## src/rtl/apb_mem_bridge.sv

```systemverilog
// apb_mem_bridge: APB3 completer that turns each bus transfer into one
// single-word access on a local ROM/RAM port (clocked or combinational).
// Decodes the address, raises errors for bad accesses, inserts the wait
// states needed to line up with the memory read latency, and registers
// every output.
module apb_mem_bridge #(
  parameter int ADDRW    = 32,
  parameter int ATW      = 5,
  parameter int DEPTH    = 32,
  parameter int DATAW    = 32,
  parameter int RDLAT    = 1,
  parameter int READONLY = 0
) (
  input  logic             mem_clk,
  input  logic             mem_rst_n,
  input  logic             psel,
  input  logic             penable,
  input  logic             pwrite,
  input  logic [ADDRW-1:0] paddr,
  input  logic [31:0]      pwdata,
  output logic [31:0]      prdata,
  output logic             pready,
  output logic             pslverr,
  output logic [ATW-1:0]   mem_address,
  output logic             mem_op,
  output logic             mem_cs,
  output logic [DATAW-1:0] mem_wdata,
  input  logic [DATAW-1:0] mem_rdata
);

  // Parameter sanity: bad combinations stop elaboration.
  if (ATW != $clog2(DEPTH)) begin : g_chkAtw
    $error("apb_mem_bridge: ATW must equal clog2(DEPTH)");
  end
  if (DATAW > 32) begin : g_chkDataw
    $error("apb_mem_bridge: DATAW must be <= 32");
  end
  if (RDLAT > 3 || RDLAT < 0) begin : g_chkRdlat
    $error("apb_mem_bridge: RDLAT must be in 0..3");
  end

  typedef enum logic [2:0] {
    IDLE,
    MEM,
    WAIT,
    RESP,
    ERR
  } state_t;

  // Word count compared against the word part of the byte address.
  localparam logic [ADDRW-3:0] DEPTH_W    = (ADDRW-2)'(DEPTH);
  // WAIT runs RDLAT-1 extra cycles after MEM before capturing read data.
  localparam int               CNT_INIT_I = (RDLAT > 0) ? RDLAT - 1 : 0;
  localparam logic [1:0]       CNT_INIT   = CNT_INIT_I[1:0];

  state_t           r_state;
  state_t           w_nextState;
  logic [1:0]       r_cnt;
  logic [1:0]       w_nextCnt;
  logic [31:0]      r_prdata;
  logic [31:0]      w_nextPrdata;
  logic             r_pready;
  logic             w_nextPready;
  logic             r_pslverr;
  logic             w_nextPslverr;
  logic [ATW-1:0]   r_memAddress;
  logic [ATW-1:0]   w_nextMemAddress;
  logic             r_memOp;
  logic             w_nextMemOp;
  logic             r_memCs;
  logic             w_nextMemCs;
  logic [DATAW-1:0] r_memWdata;
  logic [DATAW-1:0] w_nextMemWdata;

  logic             w_setup;
  logic             w_err;
  logic [31:0]      w_rdataExt;

  assign w_setup    = psel & ~penable;
  assign w_err      = (paddr[1:0] != 2'b00)
                    | (paddr[ADDRW-1:2] >= DEPTH_W)
                    | (pwrite & (READONLY != 0));
  assign w_rdataExt = 32'(mem_rdata);

  assign prdata      = r_prdata;
  assign pready      = r_pready;
  assign pslverr     = r_pslverr;
  assign mem_address = r_memAddress;
  assign mem_op      = r_memOp;
  assign mem_cs      = r_memCs;
  assign mem_wdata   = r_memWdata;

  // State register of the transfer FSM.
  always_ff @(posedge mem_clk or negedge mem_rst_n) begin
    if (!mem_rst_n) begin
      r_state <= IDLE;
    end else begin
      r_state <= w_nextState;
    end
  end

  // Next state plus next value of every registered output; the responses
  // are decided one cycle early so that they appear straight from flops.
  always_comb begin
    w_nextState      = r_state;
    w_nextCnt        = r_cnt;
    w_nextPrdata     = '0;
    w_nextPready     = 1'b0;
    w_nextPslverr    = 1'b0;
    w_nextMemCs      = 1'b0;
    w_nextMemAddress = r_memAddress;
    w_nextMemOp      = r_memOp;
    w_nextMemWdata   = r_memWdata;
    case (r_state)
      IDLE: begin
        w_nextMemAddress = '0;
        w_nextMemOp      = 1'b0;
        w_nextMemWdata   = '0;
        w_nextCnt        = '0;
        if (w_setup) begin
          if (w_err) begin
            w_nextState   = ERR;
            w_nextPready  = 1'b1;
            w_nextPslverr = 1'b1;
          end else begin
            w_nextState      = MEM;
            w_nextMemCs      = 1'b1;
            w_nextMemAddress = paddr[ATW+1:2];
            w_nextMemOp      = pwrite;
            w_nextMemWdata   = pwdata[DATAW-1:0];
          end
        end
      end
      MEM: begin
        if (!psel) begin
          w_nextState      = IDLE;
          w_nextMemAddress = '0;
          w_nextMemOp      = 1'b0;
          w_nextMemWdata   = '0;
        end else if (r_memOp) begin
          w_nextState  = RESP;
          w_nextPready = 1'b1;
        end else if (RDLAT == 0) begin
          w_nextState  = RESP;
          w_nextPready = 1'b1;
          w_nextPrdata = w_rdataExt;
        end else begin
          w_nextState = WAIT;
          w_nextCnt   = CNT_INIT;
        end
      end
      WAIT: begin
        if (!psel) begin
          w_nextState      = IDLE;
          w_nextCnt        = '0;
          w_nextMemAddress = '0;
          w_nextMemOp      = 1'b0;
          w_nextMemWdata   = '0;
        end else if (r_cnt == 2'd0) begin
          w_nextState  = RESP;
          w_nextPready = 1'b1;
          w_nextPrdata = w_rdataExt;
        end else begin
          w_nextCnt = r_cnt - 2'd1;
        end
      end
      default: begin
        w_nextState      = IDLE;
        w_nextCnt        = '0;
        w_nextMemAddress = '0;
        w_nextMemOp      = 1'b0;
        w_nextMemWdata   = '0;
      end
    endcase
  end

  // Output and latency-counter registers, all cleared by reset.
  always_ff @(posedge mem_clk or negedge mem_rst_n) begin
    if (!mem_rst_n) begin
      r_cnt        <= '0;
      r_prdata     <= '0;
      r_pready     <= 1'b0;
      r_pslverr    <= 1'b0;
      r_memAddress <= '0;
      r_memOp      <= 1'b0;
      r_memCs      <= 1'b0;
      r_memWdata   <= '0;
    end else begin
      r_cnt        <= w_nextCnt;
      r_prdata     <= w_nextPrdata;
      r_pready     <= w_nextPready;
      r_pslverr    <= w_nextPslverr;
      r_memAddress <= w_nextMemAddress;
      r_memOp      <= w_nextMemOp;
      r_memCs      <= w_nextMemCs;
      r_memWdata   <= w_nextMemWdata;
    end
  end

endmodule

```

## config.mk

```make
export PLATFORM = sky130hd
export DESIGN_NAME = apb_mem_bridge
export DESIGN_NICKNAME = d
export VERILOG_FILES = /design/src/rtl/apb_mem_bridge.sv
export SDC_FILE = /design/constraint.sdc
export NUM_CORES = 1
export LEC_CHECK = 0
export CAP_MARGIN = 10
export CORE_MARGIN = 2
export CORE_UTILIZATION = 35
export CTS_CLUSTER_SIZE = 8
export DETAILED_ROUTE_END_ITERATION = 12
export HOLD_SLACK_MARGIN = 0.03
export PLACE_DENSITY_LB_ADDON = 0.05
export SLEW_MARGIN = 20
export SYNTH_ARGS = -nofsm -noshare
export SYNTH_HDL_FRONTEND = slang
export SYNTH_SLANG_ARGS = --single-unit
```

## constraint.sdc

```tcl
create_clock -name mem_clk -period 2.09 [get_ports mem_clk]
set_input_delay 0.209 -clock mem_clk [delete_from_list [all_inputs] [get_ports mem_clk]]
set_output_delay 0.209 -clock mem_clk [all_outputs]
set_load 0.01 [all_outputs]
```

Yosys cells after proc, flatten, opt, wreduce, memory -nomap -nowiden:

Index checks and enable logic that the tools add are counted.

* logic and storage cells: 66
* register bits: 78
* output and inout bits: 73

* reductions and logical operators: 6
* bitwise logic cells: 3
* mux-type cells: 38
* $lt $le $gt $ge: 1
* add/subtract/negate cells: 1
* equal/unequal tests: 8

Operator list (count)
* 2-to-1 mux 32 bit: 6
* one-hot mux 32 bit (2 select lines): 1
* >= comparator 30 x 6 -> 1 bit, second input constant: 1
* 2-to-1 mux 5 bit: 3
* 2-to-1 mux 1 bit: 14
* 2-to-1 mux 3 bit: 4
* 2-to-1 mux 2 bit: 5
* one-hot mux 5 bit (2 select lines): 1
* one-hot mux 3 bit (3 select lines): 1
* != test 2 bit, second input constant: 4
* != test 3 bit, second input constant: 2
* one-hot mux 2 bit (2 select lines): 1
* equality test 3 x 1 -> 1 bit, second input constant: 1
* equality test 3 x 2 -> 1 bit, second input constant: 1
* zero test 3 bit: 1
* one-hot mux 1 bit (3 select lines): 1
* AND reduction 3 bit: 1
* zero test 2 bit: 1
* one-hot mux 1 bit (2 select lines): 1
* AND reduction 2 bit: 1
* nonzero test 2 bit: 1
* OR reduction 2 bit: 1
* subtractor 2 x 1 -> 2 bit, second input constant: 1
* AND 1 bit: 1
* 2 further kinds: 2

Depth between registers and ports, before layout:

Gate-level depths: netlist (run 1).

* depth in word-level cells: 5
* mapped depth: 6
* mapped depth without buffers: 5

Worst setup path after synthesis (run 1):

OpenSTA, ideal clock, no wires.

* path type: reg-to-reg
* start: reg r_state[2]
* end: reg r_memAddress[4], in the netlist mem_address[4]
* arrival: 1.550 ns
* stages on the path, launching flop included: 6
* library setup time: 0.065 ns
* path slack: 0.476 ns
* required time: 2.025 ns
* path buffers: 1
* cells stage by stage: dfrtp_1 nand2b_4 or4_4 nor3_4 buf_6 a22o_2

* longest elaborated chain between the ends: 3

RTL lines
* start, declared: line 56 `state_t r_state;`
* start signal, assigned: line 98 `r_state <= w_nextState;`
* equality test 3 x 2 -> 1 bit / equality test 3 x 1 -> 1 bit (equally long branches): line 114 `case (r_state)`
* OR reduction 2 bit (no line)
* one-hot mux 5 bit (2 select lines) / != test 2 bit (equally long branches)
* end signal, assigned: line 193 `r_memAddress <= w_nextMemAddress;`
* end, declared: line 66 `logic [ATW-1:0] r_memAddress;`

Parallel ways exist; a longest one is shown, timed or not.
A chain may end at the register's enable or synchronous reset.

Worst setup path in the final report (run 1):

* start: reg r_state[2]
* end: reg r_memWdata[1], in the netlist mem_wdata[1]

* longest elaborated chain between the ends: 3

RTL lines
* equality test 3 x 2 -> 1 bit / equality test 3 x 1 -> 1 bit (equally long branches): line 114
* OR reduction 2 bit (no line)
* one-hot mux 32 bit (2 select lines) / != test 2 bit (equally long branches)
* end signal, assigned: line 196 `r_memWdata <= w_nextMemWdata;`
* end, declared: line 72 `logic [DATAW-1:0] r_memWdata;`

Parallel ways exist; a longest one is shown, timed or not.

==> impl_metrics.csv, run 1 <==
group,metric,value,unit
setup_path,critical_path.reg2reg.startpoint,"r_state[2]",
sta,timing_hold_violations_final,0,
sta,unrepaired_setup_endpoints_after_global_routing,"false",
setup_path,worst_r2r_path_depth,5,
place,place.port_buffers,173,
route,drc,0,
setup_path,worst_ep_required_time,2.38,ns
floorplan,dieHeight,94.0,um
sta,clock_skew,0.0138,ns
finish,post_route_cells_drive_above_1_share,0.167,
logic_synthesis,synth-seq-cells,78,
setup_path,reg2reg_setup_slack,0.33,ns
place,dp_hpwl,5.32,mm
min_path,hold_class,"in2async",
route,post_drt_wl_per_cell,15.2,um
setup_path,r2r_end,"mem_wdata[1]",
clock_tree,path_clk_slew,0.08,ns
power_and_ir_drop,static_leak,2.19,nW
logic_synthesis,synth_nets,296,
route,first_pass_iters,4,
setup_path,worstSetupEndpoint,"mem_wdata[1]",
power_and_ir_drop,vdd_drop_max,0.378,mV
clock_tree,clock_tree_root_buffer_cell,"sky130_fd_sc_hd__clkbuf_8",
sta,timing.slew.headroom,0.678,
setup_path,worstSetupEndpointType,"register",
setup_path,cp-start-kind,"register",
floorplan,floorplan.die.width,94.0,um
setup_path,crit_cells,5,
floorplan,floorplan.io_pins,174,
clock_tree,clock_tree_from_tritoncts,"yes",
setup_path,ordered_cell_list_for_the_critical_path,"nand2b_4 -> or4_4 -> nor3_4 -> buf_12 -> a22o_2",
power_and_ir_drop,power.total,2.89,mW
setup_path,worstPathMaxFanout,40,
route,first_iter_violations,92,
logic_synthesis,syn-instance-count,194,
route,detailroute.via_count,2263,
run,number_of_violations_of_the_max_capacitance_limit,0,
global_routing,globalRoute.totalOverflow,0,
setup_path,worst-endpoint-arrival,2.05,ns
setup_path,worstSetupPathType,"reg2reg",
finish,num_antenna_cells,0,
sta,drv_slew,0,
power_and_ir_drop,power-per-cell-area,590,nW/um^2
route,vias_per_cell,4.71,
floorplan,core_area,7770,sq um
setup_path,slowest_cell_on_the_critical_path,"sky130_fd_sc_hd__or4_4",
setup_path,startpoint,"r_state[2]",
clock_tree,cts_resized,0,
logic_synthesis,post_synth_num_cell_types,25,
sta,slew_at_the_pin_closest_to_its_max_slew_limit,0.484,ns
floorplan,row_count,32,
place,place.gp.congestion,0.757,
global_routing,grt_util_all_layers,0.167,
global_routing,grt_max_degree,43,
clock_tree,htreeDepth,3,
logic_synthesis,postSynthAreaPerCell,14.6,sq um
sta,finalSetupTns,0,ns
finish,synthToLayoutAreaGrowth,73.0,%
sta,timing.fmax,0.568,GHz
sta,min_period_over_period,0.842,
sta,report.final.setup_viol,0,
logic_synthesis,proportion_of_synthesized_chip_area_in_sequential_cells,0.689,
floorplan,die_area,8830,sq um
setup_path,max_stage_delay,0.46,ns
global_routing,number_of_global_route_vias_before_repair,2285,
clock_tree,clock_insertion_delay_worst_skew,0.35,ns
finish,final_net_count,475,
sta,layout_min_cycle_time,1.76,ns
floorplan,floorplan.initialDensity,0.365,
logic_synthesis,synthesis.yosys.warnings,0,
route,wl,7.29,mm
outcome,outcome,"finished clean",
global_routing,grt_pass1_wl,11.3,mm
global_routing,antenna_found_initial,0,
setup_path,critPathBufInv,1,
logic_synthesis,synthesis.area,2830,sq um
route,drt.antenna.violating_nets,0,
setup_path,worst_path_dominant_cell_family,"simple AND/OR/NAND/NOR gates",
clock_tree,clock-sinks,78,
clock_tree,clockBufferDepth,2,
clock_tree,cts_inserted_buffers,9,
[synthesized netlist by cell type, drive strengths merged]
cell / number / share of area
nand4: 1 / 0.0022
o22ai: 1 / 0.0022
o21ai: 1 / 0.0018
nor2: 3 / 0.0040
or4: 1 / 0.0040
nor4: 8 / 0.018
and2: 32 / 0.071
nand2b: 2 / 0.0071
a22oi: 1 / 0.0027
clkbuf: 7 / 0.0093
dfrtp: 78 / 0.69
buf: 4 / 0.016
nand3: 2 / 0.0035
inv: 4 / 0.0053
o21bai: 1 / 0.0027
nor3: 3 / 0.0093
nor2b: 2 / 0.0044
o21ba: 1 / 0.0035
a21o: 2 / 0.0053
a22o: 38 / 0.13
a21oi: 1 / 0.0018
ha: 1 / 0.0044
[how the worst min path moves through the flow]
| stage | end | startpoint | depth (start not counted) | slack, ns |
|---|---|---|---|---|
| 3_3_place_gp | mem_wdata[4] | mem_rst_n | 1 | 0.20 |
| 6_report | mem_wdata[4] | mem_rst_n | 2 | 0.37 |
| 5_1_grt | prdata[21] | mem_rdata[21] | 2 | 0.39 |
| 3_5_place_dp | mem_wdata[4] | mem_rst_n | 1 | 0.20 |
| 4_1_cts | mem_wdata[9] | mem_rst_n | 2 | 0.35 |
| 2_1_floorplan | mem_address[0] | mem_rst_n | 0 | -0.09 |
[final cells by class]
class,count,area (sq um)
sequential,78,1950
multi-input combinational,101,800
fill,636,2870
clock inverter,7,81.3
inverter,4,15.0
tap,102,128
clock buffer,9,124
timing repair buffer,179,1800
[layer usage]
metal | wire (um) | vias to the layer above | GRT usage
li1 | - | 1045 | -
met1 | 2810 | 1085 | 0.195
met2 | 3350 | 118 | 0.261
met3 | 961 | 15 | 0.0738
met4 | 169 | 0 | 0.0821
met5 | 0 | - | 0
[flip-flops by register name, summed over array words and instances (netlist names)]
signal and count:
mem_op 1, pready 1, pslverr 1, mem_wdata 32, mem_cs 1, r_state 3, r_cnt 2, prdata 32
mem_address 5
[stage by stage]
step	setup WS [ns]	hold WS, ns	instance area [sq um]	util	instances
after global placement	0.0781	0.202	4690	0.603	463
after floorplan	0.476	-0.0866	2830	-	194
final	0.330	0.371	4900	0.631	480
after CTS	0.327	0.354	4900	0.631	480
after global routing	0.255	0.393	4900	0.631	480
after detailed placement	0.0329	0.203	4690	0.603	463
[power breakdown]
group / switching, mW / leakage [nW] / total [mW] / internal [mW]
Sequential: 0.00132 / 1.09 / 1.51 / 1.51
Clock: 0.576 / 0.0940 / 1.14 / 0.565
Combinational: 0.0624 / 1.01 / 0.240 / 0.177
Total: 0.640 / 2.19 / 2.89 / 2.25
[cells by family after synthesis]
group,Yosys count,synth area share
buffers and inverters,15,0.0305
flip-flops,78,0.689
AO/OA/AOI/OAI,46,0.153
adder cells (fa/ha/maj),1,0.00442
AND/OR/NAND/NOR,54,0.123
[placed cells by master (no fill, tap or decap), types with 2 or more instances in the layout]
cell and count:
sky130_fd_sc_hd__clkdlybuf4s50_1 172, sky130_fd_sc_hd__a22o_1 2, sky130_fd_sc_hd__buf_4 4, sky130_fd_sc_hd__clkbuf_8 9, sky130_fd_sc_hd__clkinvlp_4 3, sky130_fd_sc_hd__dfrtp_1 78
sky130_fd_sc_hd__nand3_1 2, sky130_fd_sc_hd__inv_1 4, sky130_fd_sc_hd__a21o_1 2, sky130_fd_sc_hd__a22o_2 36, sky130_fd_sc_hd__nor2_1 3, sky130_fd_sc_hd__buf_12 2
sky130_fd_sc_hd__nor2b_1 2, sky130_fd_sc_hd__and2_1 32, sky130_fd_sc_hd__nor4_1 8
[what timing repair did]
action	in CTS	in global routing
buffers inserted	0	0
endpoints found under the hold margin	36	0
hold buffers	1	0
[worst reg2reg max path, delay by kind of cell, from the launching register on]
kind / cells / cell delay (ns)
buffers and inverters: 1 / 0.23
AOI/OAI and AO/OA: 1 / 0.20
and+or+nand+nor: 3 / 0.88
DFF: 1 / 0.40
Note: power is estimated with default switching activity, not from simulation.
==> run 2, diff against run 1 <==
==> constraint.sdc (replaced) <==
create_clock -name mem_clk -period 1.64 [get_ports mem_clk]
set_input_delay 0.164 -clock mem_clk [delete_from_list [all_inputs] [get_ports mem_clk]]
set_output_delay 0.164 -clock mem_clk [all_outputs]
set_load 0.01 [all_outputs]
==> impl_metrics.csv, run 2 (same netlist as run 1, synthesis figures left out) <==
group,metric,value,unit
finish,post_route_cells_drive_above_1_share,0.201,
sta,timing.fmax,0.600,GHz
outcome,outcome,"finished with violations",
finish,fill_cells,583,
clock_tree,cts_inserted_buffers,9,
route,drt.antenna.violating_nets,0,
sta,layout_min_cycle_time,1.67,ns
finish,num_antenna_cells,0,
global_routing,grt_max_degree,33,
floorplan,dieHeight,94.0,um
place,dp_hpwl,5.42,mm
setup_path,worst-endpoint-arrival,1.96,ns
sta,finalWorstSetupSlack,-0.0273,ns
sta,min_period_over_period,1.02,
finish,final_net_count,491,
floorplan,floorplan.die.width,94.0,um
route,vias_per_cell,4.60,
setup_path,worstSetupPathType,"reg2reg",
floorplan,die_area,8830,sq um
route,post_drt_wl_per_cell,15.8,um
route,first_iter_violations,67,
sta,timing_hold_violations_final,0,
route,wl,7.84,mm
global_routing,grt_pass1_wl,11.8,mm
run,number_of_violations_of_the_max_capacitance_limit,0,
sta,final_layout_worst_hold_slack,0.281,ns
place,dp_slack,-0.257,ns
min_path,hold_class,"in2async",
power_and_ir_drop,vdd_drop_max,0.506,mV
sta,slew_at_the_pin_closest_to_its_max_slew_limit,0.327,ns
clock_tree,clock_insertion_delay_worst_skew,0.34,ns
floorplan,row_count,32,
sta,drv_slew,0,
setup_path,worstPathMaxFanout,7,
clock_tree,path_clk_slew,0.09,ns
clock_tree,clock_tree_from_tritoncts,"yes",
route,first_pass_iters,4,
sta,timing.slew.headroom,0.782,
global_routing,number_of_global_route_vias_before_repair,2419,
global_routing,antenna_found_initial,0,
floorplan,floorplan.io_pins,174,
sta,clock_skew,0.0125,ns
route,drc,0,
finish,synthToLayoutAreaGrowth,89.3,%
sta,report.final.setup_viol,9,
finish,most_frequent_standard_cell_in_the_layout_excluding_fill_and_tap_cells,"sky130_fd_sc_hd__clkdlybuf4s50_1",
place,place.gp.congestion,0.738,
clock_tree,clock-sinks,78,
route,detailroute.via_count,2280,
clock_tree,clock_tree_root_buffer_cell,"sky130_fd_sc_hd__clkbuf_8",
finish,layout.cells.most_common_list,"sky130_fd_sc_hd__clkdlybuf4s50_1, sky130_fd_sc_hd__dfrtp_1, sky130_fd_sc_hd__and2_1",
clock_tree,htreeDepth,3,
setup_path,cp-start-kind,"register",
power_and_ir_drop,static_leak,2.47,nW
clock_tree,clockBufferDepth,2,
global_routing,grt_util_all_layers,0.177,
floorplan,floorplan.initialDensity,0.365,
place,place.port_buffers,173,
outcome,violations_in_the_final_reports,"setup timing",
floorplan,core_area,7770,sq um
power_and_ir_drop,power-per-cell-area,754,nW/um^2
setup_path,worst_ep_required_time,1.93,ns
global_routing,globalRoute.totalOverflow,0,
sta,unrepaired_setup_endpoints_after_global_routing,"true",
setup_path,worstSetupEndpointType,"register",
[run 2: worst paths after layout]
| path | startpoint | endpoint | slack, ns | cells past startpoint |
|---|---|---|---|---|
| worst min-delay path | mem_rst_n | mem_wdata[9] | 0.28 | 2 |
| worst max-delay path | r_state[2] | mem_wdata[3] | -0.03 | 6 |
| max in group asynchronous | mem_rst_n | mem_wdata[24] | 0.82 | 3 |
| min in group mem_clk | mem_rdata[16] | prdata[16] | 0.37 | 2 |
| worst min register to register | r_cnt[1] | r_cnt[1] | 0.49 | 1 |
| worst max register to register | r_state[2] | mem_wdata[3] | -0.03 | 6 |
[run 2: where the power goes]
part           internal, mW  leakage (nW)  switching, mW  total, mW
Combinational         0.238          1.25         0.0910      0.329
Sequential             1.93          1.09        0.00141       1.93
Clock                  1.07         0.125          0.722       1.79
[run 2: repair_timing]
item / CTS / global route
cloned: 1 / 3
hold buffers: 1 / 0
hold endpoints to repair: 47 / 0
gates resized for setup: 3 / 23
pin swaps: 1 / 21
setup buffers: 2 / 2
endpoints found under the setup margin: 37 / 39
[run 2: worst max-delay path, stage by stage, from the launching register on]
cell                        delay [ns]
sky130_fd_sc_hd__dfrtp_1          0.38
sky130_fd_sc_hd__nand2b_4         0.14
sky130_fd_sc_hd__or4_4            0.43
sky130_fd_sc_hd__nor3_4           0.19
sky130_fd_sc_hd__buf_12           0.16
sky130_fd_sc_hd__clkbuf_16        0.16
sky130_fd_sc_hd__a22o_2           0.15
[run 2: area by class of cell]
cell class              count  area, sq um  share of cell area
clock inverters             6          118              0.0219
flip-flops and latches     78         1950               0.364
clock buffers              10          138              0.0257
repair buffers            195         2040               0.380
inverters                   4         15.0             0.00280
well taps                 102          128              0.0238
multi-input cells         101          972               0.181
[run 2: metal layers]
layer  GRT usage  routed length [um]  vias up
li1            -                   -     1086
met1       0.217                3190     1076
met2       0.274                3660      108
met3      0.0819                 888       10
met4      0.0616                 102        0
met5           0                   0        -
[run 2: metrics by stage]
stage | instances | total power [mW] | TNS (ns) | utilization | cell area (sq um)
after global placement | 471 | 2.28 | -9.03 | 0.614 | 4770
after global routing | 496 | 4.19 | -2.36 | 0.690 | 5360
after detailed placement | 471 | 2.28 | -9.56 | 0.614 | 4770
final | 496 | 4.04 | -0.0817 | 0.690 | 5360
after floorplan | 194 | 1.98 | 0 | - | 2830
after CTS | 491 | 4.07 | -0.00263 | 0.656 | 5100
